`src/rtl/pipe_stage_elastic.sv`:
```
// pipe_stage_elastic: valid/ready pipeline register with flush, optional skid entry
// and a saturating stall counter for the performance monitors.
module pipe_stage_elastic #(
   parameter int unsigned      WIDTH     = 32,
   parameter logic [WIDTH-1:0] RESET_VAL = '0,
   parameter bit               SKID      = 1'b1,
   parameter int unsigned      CNT_W     = 16
) (
   input  logic             clk,
   input  logic             reset_n,
   input  logic             clear,
   input  logic             in_valid,
   output logic             in_ready,
   input  logic [WIDTH-1:0] in_data,
   output logic             out_valid,
   input  logic             out_ready,
   output logic [WIDTH-1:0] out_data,
   output logic [CNT_W-1:0] stall_cnt
);
   typedef enum logic [1:0] {ST_EMPTY, ST_FULL, ST_SKID} state_t;
   state_t state_q, state_d;
   logic [WIDTH-1:0] main_q, main_d, skid_q, skid_d;
   logic [CNT_W-1:0] cnt_q, cnt_d;
   logic rdy_q, rdy_d;
   assign out_valid = state_q != ST_EMPTY;
   assign out_data  = main_q;
   assign stall_cnt = cnt_q;
   // with a skid entry the ready is registered, so upstream never sees out_ready
   assign in_ready  = SKID ? rdy_q : (!out_valid || out_ready);
   always_comb begin
      state_d = state_q;
      main_d  = main_q;
      skid_d  = skid_q;
      cnt_d   = (out_valid && !out_ready && !(&cnt_q)) ? cnt_q + CNT_W'(1) : cnt_q;
      if (clear) begin
         state_d = ST_EMPTY;
         main_d  = RESET_VAL;
         skid_d  = RESET_VAL;
      end else begin
         case (state_q)
            ST_EMPTY: if (in_valid) begin
               main_d  = in_data;
               state_d = ST_FULL;
            end
            ST_FULL: if (in_valid && out_ready) main_d = in_data;
               else if (in_valid && SKID) begin
                  skid_d  = in_data;
                  state_d = ST_SKID;
               end else if (!in_valid && out_ready) state_d = ST_EMPTY;
            ST_SKID: if (out_ready) begin
               main_d  = skid_q;
               state_d = ST_FULL;
            end
            default: state_d = ST_EMPTY;
         endcase
      end
      rdy_d = state_d != ST_SKID;
   end
   always_ff @(posedge clk or negedge reset_n) begin
      if (!reset_n) begin
         state_q <= ST_EMPTY;
         main_q  <= RESET_VAL;
         skid_q  <= RESET_VAL;
         cnt_q   <= '0;
         rdy_q   <= 1'b1;
      end else begin
         state_q <= state_d;
         main_q  <= main_d;
         skid_q  <= skid_d;
         cnt_q   <= cnt_d;
         rdy_q   <= rdy_d;
      end
   end
endmodule

```
`config.mk`:
```
export PLATFORM = sky130hd
export DESIGN_NAME = pipe_stage_elastic
export DESIGN_NICKNAME = d
export VERILOG_FILES = /design/src/rtl/pipe_stage_elastic.sv
export SDC_FILE = /design/constraint.sdc
export NUM_CORES = 1
export LEC_CHECK = 0
export BUFFER_PORTS_ARGS = -buffer_cell sky130_fd_sc_hd__buf_2
export CORE_ASPECT_RATIO = 0.5
export CORE_UTILIZATION = 25
export DETAILED_ROUTE_END_ITERATION = 10
export HOLD_SLACK_MARGIN = 0.06
export MAX_ROUTING_LAYER = met4
export PLACE_DENSITY = 0.55
export SETUP_SLACK_MARGIN = 0.15
export SYNTH_ARGS = -nofsm -noshare
export SYNTH_HDL_FRONTEND = slang
export SYNTH_SLANG_ARGS = --single-unit
```
`constraint.sdc`:
```
create_clock -name clk -period 1.5 [get_ports clk]
set_input_delay 0.075 -clock clk [delete_from_list [all_inputs] [get_ports clk]]
set_output_delay 0.075 -clock clk [all_outputs]
set_load 0.02 [all_outputs]
```
==> reports/metrics.sh <==
GRT_START_MAX_NET_PINS=38
FINAL.FILL_COUNT=1441
HOLDCRITSTARTPOINT='in_valid'
ANTENNA-DIODE-COUNT=0
FIN_CRIT_SH_PCT=105
DETAIL_ROUTE.ITER0.VIOLATIONS=138
BOUNDARYPINS=87
CLOCK_PATH_BUFFERS=2
MAX_SLEW_HEADROOM_AT_THE_WORST_PIN_PCT=71.4
TIGHTEST_SLEW_NS=0.429
YOSYS-MUX-AREA-FRACTION_PCT=10.1
CLOCK-ROOT-BUFFER='sky130_fd_sc_hd__clkbuf_16'
AREA.GROWTH.SYNTH_TO_FINAL_PCT=50.8
POWER.SHARE.COMBINATIONAL_PCT=24.5
SYNTH_COMPOUND_GATE_AREA_SHARE_PCT=13.2
SYNTH_MOST_COMMON_CELL='sky130_fd_sc_hd__nand2_1'
DIE_AREA_UM2=16000
TOTALWIRELENGTH_MM=10.6
FINALWORSTSETUPSLACK_NS=-0.0677
REGTOREGENDPOINT='out_data[12]'
ANTENNA_FOUND_INITIAL=0
GRT.MET3_USAGE_PCT=3.34
GLOBAL_ROUTE.USAGE.MET1_PCT=17.1
R2R_SETUP_SLACK_NS=-0.07
WORST_CLOCK_SKEW_NS=0.00786
VIA_COUNT_OF_THE_FIRST_GLOBAL_ROUTING_PASS=3401
DRC=0
TRITONCTS_NUM_SINKS=83
SWITCHINGPOWER_uW=1830
ANT_NETS=0
WORST-ENDPOINT-ARRIVAL_NS=1.77
OVERFLOW=0
SETUP_VIOL=35
COMBINATIONAL_FAMILY_WITH_THE_MOST_AREA_AFTER_SYNTHESIS='simple AND/OR/NAND/NOR gates'
FINAL_NETS=580
POWER_DENSITY_nW_PER_UM2=1050
SEQPWRFRAC_PCT=41.6
DETAIL_ROUTE.WL_PER_CELL_UM=14.3
STARTPOINT_TYPE='register'
SYNTH_XOR_XNOR_AREA_SHARE_PCT=1.58
POSTSYNTH.ASYNCRESETSHARE_PCT=100
VIA_COUNT=3361
SEQUENTIAL_CELL_AREA_UM2=2090
TOP_CELL_TYPE_S_SHARE_OF_SYNTHESIZED_AREA_PCT=53.0
SYNTH.CELL_AREA_UM2=3870
TRITONCTS='yes'
SYN_AVG_CELL_AREA_UM2=10.1
INTERNAL_POWER_uW=4300
SYN_WARNINGS=0
MAXCAPVIOLATIONS=0
FRACTION_OF_THE_MAPPED_NETLIST_AREA_IN_SIMPLE_LOGIC_GATES_PCT=16.5
WORST_HOLD_PATH_TYPE='input port to register'
GRT_FIRST_PASS_WIRELENGTH_MM=17.3
SYN_NETS=423
CLK_LATENCY_NS=0.33
DIE_WIDTH_UM=178
SYNTH_LARGEST_AREA_CELL='sky130_fd_sc_hd__dfrtp_1'
OUTCOME='finished, violations left'
SYNTH-MAIN-FF-CELL='sky130_fd_sc_hd__dfrtp_1'
GLOBAL_ROUTE_HOTTEST_LAYER='met2'
UNREPAIRED_SETUP_ENDPOINTS_AFTER_GLOBAL_ROUTING='true'
NUMBER_OF_MAX_SLEW_VIOLATIONS_IN_THE_FINAL_REPORT=0
PLACE.GP.CONGESTION=0.787
HOLD_DEPTH=5
SYNTH_AREA_LEADERS='sky130_fd_sc_hd__dfrtp_1 53%, sky130_fd_sc_hd__nand2_1 10%, sky130_fd_sc_hd__mux2i_1 8.8%'
SYNTH.FF_LATCH_COUNT=83
TRACK_USAGE_PCT=14.1
POWER_SWITCHING_SHARE_PCT=29.9
MIN_TO='state_q[0]'
GRTUSAGEMET2_PCT=23.6
FINAL.SETUP.TNS_NS=-1.26
TIMING.FINAL.HOLD_VIOLATIONS=0
SYNTH_SEQUENTIAL_AREA_RATIO_PCT=53.7
POWER_FRAC_CLOCK_PCT=33.9
WORST_R2R_STARTPOINT='state_q[1]'
CRIT_FANOUT=8
MULTI_INPUT_COMB_AREA_UM2=1870
DRT_PASS1_ITERATIONS=4
FAILED_CHECKS='setup timing'
SYNTH_ADDER_AREA_SHARE_PCT=0.323
CORE_AREA_UM2=14800
R2R_CELLS=5
WORST_IR_DROP_VDD_uV=439
FINAL_PERIOD_MINUS_WORST_SETUP_SLACK_NS=1.57
DIE_HEIGHT_UM=90.0
POST-DP-HPWL_MM=6.62
CTS_HTREE_LEVELS=3
NUMBER_OF_BUFFERS_INSERTED_BY_PORT_BUFFERING=86
CLK_PIN_SLEW_NS=0.06
DRIVE_ABOVE_1_SHARE_PCT=40.2
FMAX_MHz=638
SYNTH_EDF_COUNT=0
NUMBER_OF_DISTINCT_LIBRARY_CELL_VARIANTS_IN_THE_GATE_LEVEL_NETLIST_AFTER_SYNTHESIS=37
SYNTH_CELLS=385
DP_SLACK_NS=-0.0474
POWER_LEAKAGE_uW=0.00286
SYNTH_TOP_CELLS_BY_COUNT='105 x sky130_fd_sc_hd__nand2_1, 82 x sky130_fd_sc_hd__dfrtp_1, 41 x sky130_fd_sc_hd__a21oi_1, 34 x sky130_fd_sc_hd__mux2i_1, 32 x sky130_fd_sc_hd__o31ai_1'
WORST_SETUP_PATH_END_KIND='register'
NUMCTSBUFFERS=9
START_UTIL_PCT=26.2
NUM_ROWS=31
VIASPERCELL=4.51
CRIT_TYPE='register to register'
WORST_EP_REQUIRED_TIME_NS=1.70
[worst max-delay path, stage by stage, from the launching register on]
cell and delay [ns]:
sky130_fd_sc_hd__dfrtp_1 0.40, sky130_fd_sc_hd__mux2_4 0.33, sky130_fd_sc_hd__a221oi_4 0.25, sky130_fd_sc_hd__buf_6 0.20
sky130_fd_sc_hd__clkbuf_16 0.18, sky130_fd_sc_hd__o31ai_1 0.08
[how the worst max path moves through the flow]
| stage | startpoint | end | slack [ns] | cells after the start |
|---|---|---|---|---|
| after floorplan | state_q[1] | out_data[16] | -0.11 | 5 |
| after global placement | stall_cnt[1] | stall_cnt[5] | -0.01 | 7 |
| after detailed placement | stall_cnt[1] | stall_cnt[1] | -0.05 | 5 |
| after CTS | state_q[1] | out_valid | -0.05 | 4 |
| after global routing | state_q[1] | out_data[24] | -0.16 | 6 |
| final | state_q[1] | out_data[12] | -0.07 | 5 |
[layout by cell type (no fill, tap or decap), types with 4 or more instances in the layout]
cell / instances
sky130_fd_sc_hd__nand2_1: 93
sky130_fd_sc_hd__buf_2: 84
sky130_fd_sc_hd__dfrtp_1: 74
sky130_fd_sc_hd__buf_4: 39
sky130_fd_sc_hd__a21oi_1: 36
sky130_fd_sc_hd__mux2i_1: 34
sky130_fd_sc_hd__dlygate4sd3_1: 33
sky130_fd_sc_hd__o31ai_1: 24
sky130_fd_sc_hd__nand2_2: 10
sky130_fd_sc_hd__clkbuf_16: 10
sky130_fd_sc_hd__buf_6: 9
sky130_fd_sc_hd__o31ai_2: 8
sky130_fd_sc_hd__dfrtp_2: 8
sky130_fd_sc_hd__nor2_1: 6
sky130_fd_sc_hd__buf_12: 6
sky130_fd_sc_hd__a21oi_2: 5
sky130_fd_sc_hd__mux2_4: 4
sky130_fd_sc_hd__nand4_1: 4
sky130_fd_sc_hd__xor2_1: 4
[layout make-up]
class	count	area share, %
multi-input combinational	271	32.0
timing repair buffer	174	23.0
inverter	3	0.214
tap	198	4.24
clock buffer	11	4.16
sequential	83	35.8
clock inverter	5	0.622
[cells by family (layout without fill, tap and decap cells)]
group / count (synthesis) / count (layout)
AND/OR/NAND/NOR: 145 / 145
flip-flops: 83 / 83
AO/OA/AOI/OAI: 80 / 80
multiplexers: 38 / 38
buffers and inverters: 31 / 193
XOR/XNOR: 7 / 7
adder cells (fa/ha/maj): 1 / 1
[what timing repair did]
| item | 4_1_cts | 5_1_grt |
|---|---|---|
| hold buffers | 33 | 0 |
| pin swaps | 19 | 7 |
| endpoints found under the setup margin | 82 | 83 |
| resized for setup | 35 | 22 |
| hold endpoints to repair | 114 | 0 |
| cloned | 3 | 1 |
| buffers inserted | 7 | 0 |
[sequential cells by signal (all words and copies together), names as in the netlist]
name and cells:
out_data 32, state_q 2, in_ready 1, skid_q 32
stall_cnt 16
[power by group through the flow]
stage	Clock [µW]	Sequential, µW	Combinational [µW]
final	2080	2550	1500
after global routing	2250	2570	1620
after CTS	2160	2550	1480
after detailed placement	0	2590	1270
after global placement	0	2580	1230
after floorplan	0	2820	428
[metal layers]
layer / share of wire, % / vias up
li1: - / 1657
met1: 45 / 1653
met2: 51 / 46
met3: 2.8 / 5
met4: 0.49 / 0
met5: 0 / -
[per-stage QoR]
stage	power, µW	utilization [%]	hold slack (ns)	std cells	area (µm²)
final	6130	39.5	0.176	745	5840
after global routing	6450	39.5	0.193	745	5840
after CTS	6190	38.7	0.162	744	5730
after detailed placement	3860	33.0	0.0270	685	4870
after global placement	3820	33.0	0.0246	685	4870
after floorplan	3250	-	-0.221	385	3950
Power figures use the tool's default switching activity.
